File: src/rtl/cache_ctrl_2way_pkg.sv
// cache_ctrl_2way_pkg
// Shared definitions for the 2-way set-associative cache controller:
// FSM state encoding, tag-entry layout, index/tag slicing widths, the
// statistics counter limit and the tag-match helper.
package cache_ctrl_2way_pkg;

  typedef enum logic [1:0] {
    IDLE      = 2'd0,
    LOOKUP    = 2'd1,
    REFILL    = 2'd2,
    WRITE_MEM = 2'd3
  } state_e;

  localparam int IDX_W         = 3;   // set-index width (8 sets)
  localparam int TAG_W         = 13;  // address tag width
  localparam int TAG_ENTRY_W   = 14;  // {valid, tag}
  localparam int TAG_VALID_BIT = 13;
  localparam int STAT_W        = 16;
  localparam logic [STAT_W-1:0] STAT_MAX = 16'hFFFF;

  // A way hits when its entry is valid and the stored tag matches.
  function automatic logic tag_hit(input logic [TAG_ENTRY_W-1:0] entry,
                                   input logic [TAG_W-1:0]       tag);
    return entry[TAG_VALID_BIT] && (entry[TAG_W-1:0] == tag);
  endfunction

endpackage

File: src/rtl/cache_ctrl_2way_lru.sv
// cache_lru_array
// One LRU bit per set. The bit names the way to evict next.
// Ports:
//   i_clk, i_reset   : clock, synchronous active-high reset (clears all bits)
//   i_idx            : set index for both read and update
//   i_upd_en/i_upd_val : write i_upd_val into bit i_idx on the next edge
//   o_lru            : current LRU bit of set i_idx (combinational read)
module cache_lru_array #(
  parameter int AWIDTH = 3
) (
  input  logic              i_clk,
  input  logic              i_reset,
  input  logic [AWIDTH-1:0] i_idx,
  input  logic              i_upd_en,
  input  logic              i_upd_val,
  output logic              o_lru
);

  logic [(1<<AWIDTH)-1:0] r_lru;

  // LRU bit storage with per-set update.
  always_ff @(posedge i_clk) begin
    if (i_reset) begin
      r_lru <= '0;
    end else if (i_upd_en) begin
      r_lru[i_idx] <= i_upd_val;
    end
  end

  assign o_lru = r_lru[i_idx];

endmodule

File: src/rtl/cache_ctrl_2way.sv
// cache_ctrl_2way
// 2-way set-associative, write-through, no-write-allocate cache controller.
// The four cache RAMs (two data ways, two tag ways) are external and share
// ram_addr; their read data appears one cycle after the address.
// Ports:
//   clock, reset                  : rising-edge clock, synchronous active-high reset
//   cpu_req/we/addr/wdata         : CPU request, held until cpu_ready
//   cpu_ready, cpu_rdata          : one-cycle completion pulse, read data (held)
//   mem_req/we/addr/wdata, mem_ack, mem_rdata : backing-memory handshake
//   ram_addr                      : shared set index for all cache RAMs
//   d0_/d1_ din, we, dout         : data-way RAM ports
//   t0_/t1_ din, we, dout         : tag-way RAM ports ({valid, tag})
//   hit_count, miss_count         : saturating access counters, only when
//                                   the CACHE_STATS_EN macro is defined
module cache_ctrl_2way
  import cache_ctrl_2way_pkg::*;
#(
  parameter int AWIDTH = IDX_W,
  parameter int DWIDTH = 32,
  parameter int TWIDTH = TAG_ENTRY_W,
  parameter int CWIDTH = 16
) (
`ifdef CACHE_STATS_EN
  output logic [STAT_W-1:0] hit_count,
  output logic [STAT_W-1:0] miss_count,
`endif
  input  logic              clock,
  input  logic              reset,
  input  logic              cpu_req,
  input  logic              cpu_we,
  input  logic [CWIDTH-1:0] cpu_addr,
  input  logic [DWIDTH-1:0] cpu_wdata,
  output logic              cpu_ready,
  output logic [DWIDTH-1:0] cpu_rdata,
  output logic              mem_req,
  output logic              mem_we,
  output logic [CWIDTH-1:0] mem_addr,
  output logic [DWIDTH-1:0] mem_wdata,
  input  logic              mem_ack,
  input  logic [DWIDTH-1:0] mem_rdata,
  output logic [AWIDTH-1:0] ram_addr,
  output logic [DWIDTH-1:0] d0_din,
  output logic [DWIDTH-1:0] d1_din,
  output logic              d0_we,
  output logic              d1_we,
  input  logic [DWIDTH-1:0] d0_dout,
  input  logic [DWIDTH-1:0] d1_dout,
  output logic [TWIDTH-1:0] t0_din,
  output logic [TWIDTH-1:0] t1_din,
  output logic              t0_we,
  output logic              t1_we,
  input  logic [TWIDTH-1:0] t0_dout,
  input  logic [TWIDTH-1:0] t1_dout
);

  state_e                     r_state;
  state_e                     w_next_state;
  logic [CWIDTH-1:0]          r_addr;
  logic                       r_we;
  logic [DWIDTH-1:0]          r_wdata;
  logic                       r_cpu_ready;
  logic [DWIDTH-1:0]          r_cpu_rdata;
  logic                       r_mem_req;
  logic                       r_mem_we;
  logic [CWIDTH-1:0]          r_mem_addr;
  logic [DWIDTH-1:0]          r_mem_wdata;

  logic [AWIDTH-1:0]          w_idx;
  logic [CWIDTH-AWIDTH-1:0]   w_tag;
  logic                       w_hit0;
  logic                       w_hit1;
  logic                       w_hit;
  logic                       w_victim;
  logic                       w_lru;
  logic                       w_lru_upd;
  logic                       w_lru_val;

  assign w_idx  = r_addr[AWIDTH-1:0];
  assign w_tag  = r_addr[CWIDTH-1:AWIDTH];
  assign w_hit0 = tag_hit(t0_dout, w_tag);
  assign w_hit1 = tag_hit(t1_dout, w_tag);
  assign w_hit  = w_hit0 | w_hit1;
  // Fill an empty way first (way 0 before way 1), otherwise evict the LRU way.
  assign w_victim = !t0_dout[TAG_VALID_BIT] ? 1'b0 :
                    (!t1_dout[TAG_VALID_BIT] ? 1'b1 : w_lru);

  cache_lru_array #(.AWIDTH(AWIDTH)) u_lru (
    .i_clk     (clock),
    .i_reset   (reset),
    .i_idx     (w_idx),
    .i_upd_en  (w_lru_upd),
    .i_upd_val (w_lru_val),
    .o_lru     (w_lru)
  );

  // Next state, shared RAM index, single-cycle RAM write strobes, LRU update.
  // Way 0 wins a double hit, so the way just used is ~w_hit0 and the LRU
  // bit (the other way) is simply w_hit0.
  always_comb begin
    w_next_state = r_state;
    ram_addr     = w_idx;
    d0_we        = 1'b0;
    d1_we        = 1'b0;
    t0_we        = 1'b0;
    t1_we        = 1'b0;
    d0_din       = r_wdata;
    d1_din       = r_wdata;
    t0_din       = {1'b1, w_tag};
    t1_din       = {1'b1, w_tag};
    w_lru_upd    = 1'b0;
    w_lru_val    = 1'b0;
    if (reset) begin
      // Reset wins over a coincident mem_ack: no RAM write on abort.
      w_next_state = IDLE;
    end else begin
      case (r_state)
        IDLE: begin
          ram_addr = cpu_addr[AWIDTH-1:0];
          // The request is still high in the cycle cpu_ready is seen; skip it.
          if (cpu_req && !r_cpu_ready) w_next_state = LOOKUP;
          else                         w_next_state = IDLE;
        end
        LOOKUP: begin
          if (r_we) begin
            w_next_state = WRITE_MEM;
            if (w_hit) begin
              d0_we     = w_hit0;
              d1_we     = ~w_hit0;
              w_lru_upd = 1'b1;
              w_lru_val = w_hit0;
            end else begin
              w_lru_upd = 1'b0;
            end
          end else if (w_hit) begin
            w_next_state = IDLE;
            w_lru_upd    = 1'b1;
            w_lru_val    = w_hit0;
          end else begin
            w_next_state = REFILL;
          end
        end
        REFILL: begin
          d0_din = mem_rdata;
          d1_din = mem_rdata;
          if (mem_ack) begin
            w_next_state = IDLE;
            d0_we        = ~w_victim;
            t0_we        = ~w_victim;
            d1_we        = w_victim;
            t1_we        = w_victim;
            w_lru_upd    = 1'b1;
            w_lru_val    = ~w_victim;
          end else begin
            w_next_state = REFILL;
          end
        end
        WRITE_MEM: begin
          if (mem_ack) w_next_state = IDLE;
          else         w_next_state = WRITE_MEM;
        end
        default: w_next_state = IDLE;
      endcase
    end
  end

  // State register, request latch and registered CPU/memory outputs.
  always_ff @(posedge clock) begin
    if (reset) begin
      r_state     <= IDLE;
      r_addr      <= '0;
      r_we        <= 1'b0;
      r_wdata     <= '0;
      r_cpu_ready <= 1'b0;
      r_cpu_rdata <= '0;
      r_mem_req   <= 1'b0;
      r_mem_we    <= 1'b0;
      r_mem_addr  <= '0;
      r_mem_wdata <= '0;
    end else begin
      r_state     <= w_next_state;
      r_cpu_ready <= 1'b0;
      case (r_state)
        IDLE: begin
          if (cpu_req && !r_cpu_ready) begin
            r_addr  <= cpu_addr;
            r_we    <= cpu_we;
            r_wdata <= cpu_wdata;
          end
        end
        LOOKUP: begin
          if (r_we) begin
            r_mem_req   <= 1'b1;
            r_mem_we    <= 1'b1;
            r_mem_addr  <= r_addr;
            r_mem_wdata <= r_wdata;
          end else if (w_hit) begin
            r_cpu_ready <= 1'b1;
            r_cpu_rdata <= w_hit0 ? d0_dout : d1_dout;
          end else begin
            r_mem_req  <= 1'b1;
            r_mem_we   <= 1'b0;
            r_mem_addr <= r_addr;
          end
        end
        REFILL: begin
          if (mem_ack) begin
            r_mem_req   <= 1'b0;
            r_cpu_ready <= 1'b1;
            r_cpu_rdata <= mem_rdata;
          end
        end
        WRITE_MEM: begin
          if (mem_ack) begin
            r_mem_req   <= 1'b0;
            r_mem_we    <= 1'b0;
            r_cpu_ready <= 1'b1;
          end
        end
        default: r_cpu_ready <= 1'b0;
      endcase
    end
  end

  assign cpu_ready = r_cpu_ready;
  assign cpu_rdata = r_cpu_rdata;
  assign mem_req   = r_mem_req;
  assign mem_we    = r_mem_we;
  assign mem_addr  = r_mem_addr;
  assign mem_wdata = r_mem_wdata;

`ifdef CACHE_STATS_EN
  logic              r_lookup_hit;
  logic              w_done_hit;
  logic              w_done_miss;
  logic [STAT_W-1:0] r_hit_count;
  logic [STAT_W-1:0] r_miss_count;

  // Classify an access when it completes, so an aborted refill never counts.
  always_comb begin
    w_done_hit  = 1'b0;
    w_done_miss = 1'b0;
    case (r_state)
      LOOKUP: begin
        if (!r_we && w_hit) w_done_hit = 1'b1;
        else                w_done_hit = 1'b0;
      end
      REFILL:    w_done_miss = mem_ack;
      WRITE_MEM: begin
        w_done_hit  = mem_ack & r_lookup_hit;
        w_done_miss = mem_ack & ~r_lookup_hit;
      end
      default: w_done_hit = 1'b0;
    endcase
  end

  // Saturating hit/miss counters; lookup outcome kept for writes.
  always_ff @(posedge clock) begin
    if (reset) begin
      r_lookup_hit <= 1'b0;
      r_hit_count  <= '0;
      r_miss_count <= '0;
    end else begin
      if (r_state == LOOKUP) r_lookup_hit <= w_hit;
      if (w_done_hit && (r_hit_count != STAT_MAX))
        r_hit_count <= r_hit_count + 16'd1;
      if (w_done_miss && (r_miss_count != STAT_MAX))
        r_miss_count <= r_miss_count + 16'd1;
    end
  end

  assign hit_count  = r_hit_count;
  assign miss_count = r_miss_count;
`endif

endmodule

File: config.mk
export PLATFORM = sky130hd
export DESIGN_NAME = cache_ctrl_2way
export DESIGN_NICKNAME = d
export VERILOG_FILES = /design/src/rtl/cache_ctrl_2way_pkg.sv /design/src/rtl/cache_ctrl_2way_lru.sv /design/src/rtl/cache_ctrl_2way.sv
export SDC_FILE = /design/constraint.sdc
export NUM_CORES = 1
export LEC_CHECK = 0
export BUFFER_PORTS_ARGS = -buffer_cell sky130_fd_sc_hd__buf_2
export CAP_MARGIN = 5
export CELL_PAD_IN_SITES_DETAIL_PLACEMENT = 0
export CELL_PAD_IN_SITES_GLOBAL_PLACEMENT = 2
export CORE_MARGIN = 3
export CORE_UTILIZATION = 27
export DETAILED_ROUTE_END_ITERATION = 8
export PLACE_DENSITY_LB_ADDON = 0.2
export RECOVER_POWER = 25
export SYNTH_ARGS = -nofsm -noshare
export SYNTH_HDL_FRONTEND = slang
export SYNTH_SLANG_ARGS = --single-unit
File: constraint.sdc
create_clock -name clock -period 5.6 [get_ports clock]
set_input_delay 0.56 -clock clock [delete_from_list [all_inputs] [get_ports clock]]
set_output_delay 0.56 -clock clock [all_outputs]
set_load 0.005 [all_outputs]
==> impl_metrics.py <==
metrics = {
    "final_layout": {
        "final_nets": 1351,
        "drive_gt1_share_pct": 32.0,
        "area_growth_pct": 27.8,
        "insertedDiodeCount": 0,
        "final_cell_mix": "288 x buf_2, 211 x nand2_1, 142 x dfxtp_1",
        "final_common_cell": "buf_2",
    },
    "grt": {
        "grtUsageTotal_pct": 18.6,
        "grt-ovfl-total": 0,
        "top_usage_layer": "met2",
        "grt_pass1_vias": 6668,
        "grt_pass1_wl_um": 41600,
        "use_met1_pct": 25.6,
        "use_met3_pct": 4.94,
        "met2_usage_pct": 29.8,
        "antenna_found_initial": 1,
        "grt_max_degree": 79,
    },
    "routing": {
        "drtAntennaViolNets": 0,
        "post_drt_wl_per_cell_um": 18.8,
        "drc": 0,
        "num_vias": 6943,
        "dr.pass1.iters": 5,
        "wl_um": 28500,
        "drtIter0Drc": 372,
        "viasPerCell": 4.57,
    },
    "placement": {
        "portBuffers": 356,
        "pre_cts_slack_ns": 2.52,
        "gp_congestion": 0.796,
        "hpwl_um": 21300,
    },
    "sta": {
        "setup_viol": 0,
        "period_share_pct": 55.2,
        "fin_tns_setup_ns": 0,
        "hold-worst-slack_ns": 0.370,
        "slew-limit-headroom_pct": 25.9,
        "setup_slack_ns": 2.51,
        "timing.final.hold_violations": 0,
        "drv_slew": 0,
        "finalClockSkew_ns": 0.0149,
        "fin_crit_ns": 3.09,
        "grt_setup_unrepaired": "false",
        "worstMarginPinSlew_ns": 1.11,
        "fmax_mhz": 323,
    },
    "clocking": {
        "clockRootBuffer": "clkbuf_16",
        "cts_buffers": 17,
        "ctsHtreeMaxLevel": 4,
        "clk_pin_slew_ns": 0.07,
        "tritoncts": "built",
        "clockBufferDepth": 2,
        "cts_setup_buffers": 0,
        "hold_buffers": 0,
        "clock-sinks": 142,
        "insertion_delay_ns": 0.42,
        "cts_resized": 0,
    },
    "power_and_ir_drop": {
        "power.share.clock_pct": 43.9,
        "pwr-share-seq_pct": 42.4,
        "leakage_nw": 4.30,
        "internal_power_mw": 1.84,
        "ir_worst_vdd_v": 0.000141,
        "powerDensity_nw_per_um2": 273,
        "p_sw_share_pct": 28.5,
        "p_sw_uw": 734,
        "power_frac_comb_pct": 13.8,
    },
    "floorplanning": {
        "start_util_pct": 27.9,
        "ios": 359,
        "coreArea_um2": 26500,
        "die_w_um": 171,
        "die_area_um2": 29400,
        "die_height_um": 171,
        "rows": 59,
    },
    "setup_path": {
        "critPathLaunchType": "flip-flop",
        "cpMaxStageDelayCell": "dfxtp_1",
        "path_buf_inv": 1,
        "crit_family": "compound AO/OA/AOI/OAI gates",
        "slowest_delay_ns": 0.66,
        "cp_data_required_time_ns": 5.04,
        "crit_chain": "mux2i_1 -> o221ai_1 -> a221o_1 -> a21oi_1 -> a21oi_1 -> nor2_1 -> buf_2",
        "worst_setup_path_end_kind": "output port",
        "reg2reg_slack_ns": 2.74,
        "cpMostUsedCell": "a21oi_1",
        "path_max_fanout": 13,
        "worstSetupPathType": "reg2out",
        "critPathLaunch": "r_addr[2]",
        "reg2reg_depth": 7,
        "r2r_start": "r_addr[13]",
        "crit_arrival_ns": 2.53,
        "rr_endpoint": "cpu_rdata[3]",
    },
    "logic_synthesis": {
        "netlist.top_cell.by_area": "dfxtp_1",
        "ys_types": 44,
        "ys_ff_latch": 142,
        "ys_seq_area_share_pct": 38.5,
        "postSynthAreaPerCell_um2": 8.14,
        "syn_area_um2": 7380,
        "synth_top_cell_area_share_pct": 38.5,
        "netlist_instances": 907,
        "synth_edf_count": 0,
        "ys.flop_type": "dfxtp_1",
        "async_flop_share_pct": 0,
        "ys_warn_count": 0,
        "synthTopCellsByArea": "dfxtp_1 38%, nand2_1 11%, a21oi_1 8.3%",
    },
    "worst_hold_path": {
        "holdPathEnd": "r_addr[8]",
        "hold_path_depth": 3,
        "hold_class": "in2reg",
        "holdCritStartpoint": "cpu_addr[8]",
    },
    "outcome": {
        "run_status": "complete, no violations",
    },
    "flow_run": {
        "cap_violations": 0,
    },
}
## flip-flops by register name, summed over array words and instances (netlist names)
register     count
cpu_rdata       32
mem_wdata       32
r_wdata         32
mem_addr        16
r_addr          16
u_lru.r_lru      8
r_state          2
cpu_ready        1
mem_req          1
mem_we           1
r_we             1
## metal layers
layer  routed length (um)  vias to the layer above
li1                     -                     3494
met1                13300                     3189
met2                13100                      241
met3                 1920                       17
met4                  231                        2
met5                   18                        -
## cell usage after synthesis (all sizes together) (2+ instances only)
cell type  number
inv            40
mux2           65
nand3b          2
a21oi         122
nand2         212
clkbuf         46
nor2b           3
ha              4
nor4            3
a21boi          4
o21ai          38
nor2           27
mux2i          57
o21a            2
nand4          11
and2            2
nand2b          4
buf            75
o211ai          2
xnor2          26
nand3           5
dfxtp         142
## kinds of logic (layout without fill, tap and decap cells)
kind of cell               Yosys count  after routing  share of synthesized area [%]
and+or+nand+nor                    272            272                           15.1
xor gates and xnor gates            26             26                           3.08
buffers and inverters              161            436                           11.9
muxes                              122            122                           17.6
AOI/OAI and AO/OA                  179            179                           13.1
DFF                                142            142                           38.5
other                                1              2                         0.0508
adders and majority gates            4              4                          0.678
## power by group through the flow
stage                     clock network (mW)  registers, mW  logic, mW
after CTS                               1.17           1.09      0.365
final                                   1.13           1.09      0.354
after detailed placement                   0           1.11      0.363
after floorplan                            0           1.10      0.219
after global placement                     0           1.11      0.364
after global routing                    1.21           1.10      0.394
## area by class of cell
class / instances / area [um2]
clock buffers: 17 / 425
well taps: 335 / 419
repair buffers: 364 / 1760
clock inverters: 15 / 149
multi-input cells: 605 / 3690
fillers: 2900 / 17100
flip-flops and latches: 142 / 2840
inverters: 40 / 150
## how the worst max path moves through the flow
stage	endpoint	slack, ns	depth (start not counted)
2_1_floorplan	d0_we	3.18	6
3_3_place_gp	cpu_rdata[2]	2.56	8
3_5_place_dp	cpu_rdata[2]	2.52	8
4_1_cts	d0_we	2.45	6
5_1_grt	d1_we	2.32	6
6_report	d0_we	2.51	7
## metrics by stage
step | cells | utilization [%] | area [um2] | total power [mW]
2_1_floorplan | 908 | - | 7390 | 1.32
4_1_cts | 1518 | 35.9 | 9520 | 2.62
3_3_place_gp | 1486 | 33.8 | 8950 | 1.48
3_5_place_dp | 1486 | 33.8 | 8950 | 1.48
5_1_grt | 1518 | 35.6 | 9440 | 2.70
6_report | 1518 | 35.6 | 9440 | 2.57
## worst min-delay path: cells and delay by family
| kind | cells | cell delay [ns] |
|---|---|---|
| AND/OR/NAND/NOR | 1 | 0.05 |
| AO/OA/AOI/OAI | 1 | 0.05 |
| buffers and inverters | 1 | 0.09 |
(Power assumes the default switching activity.)
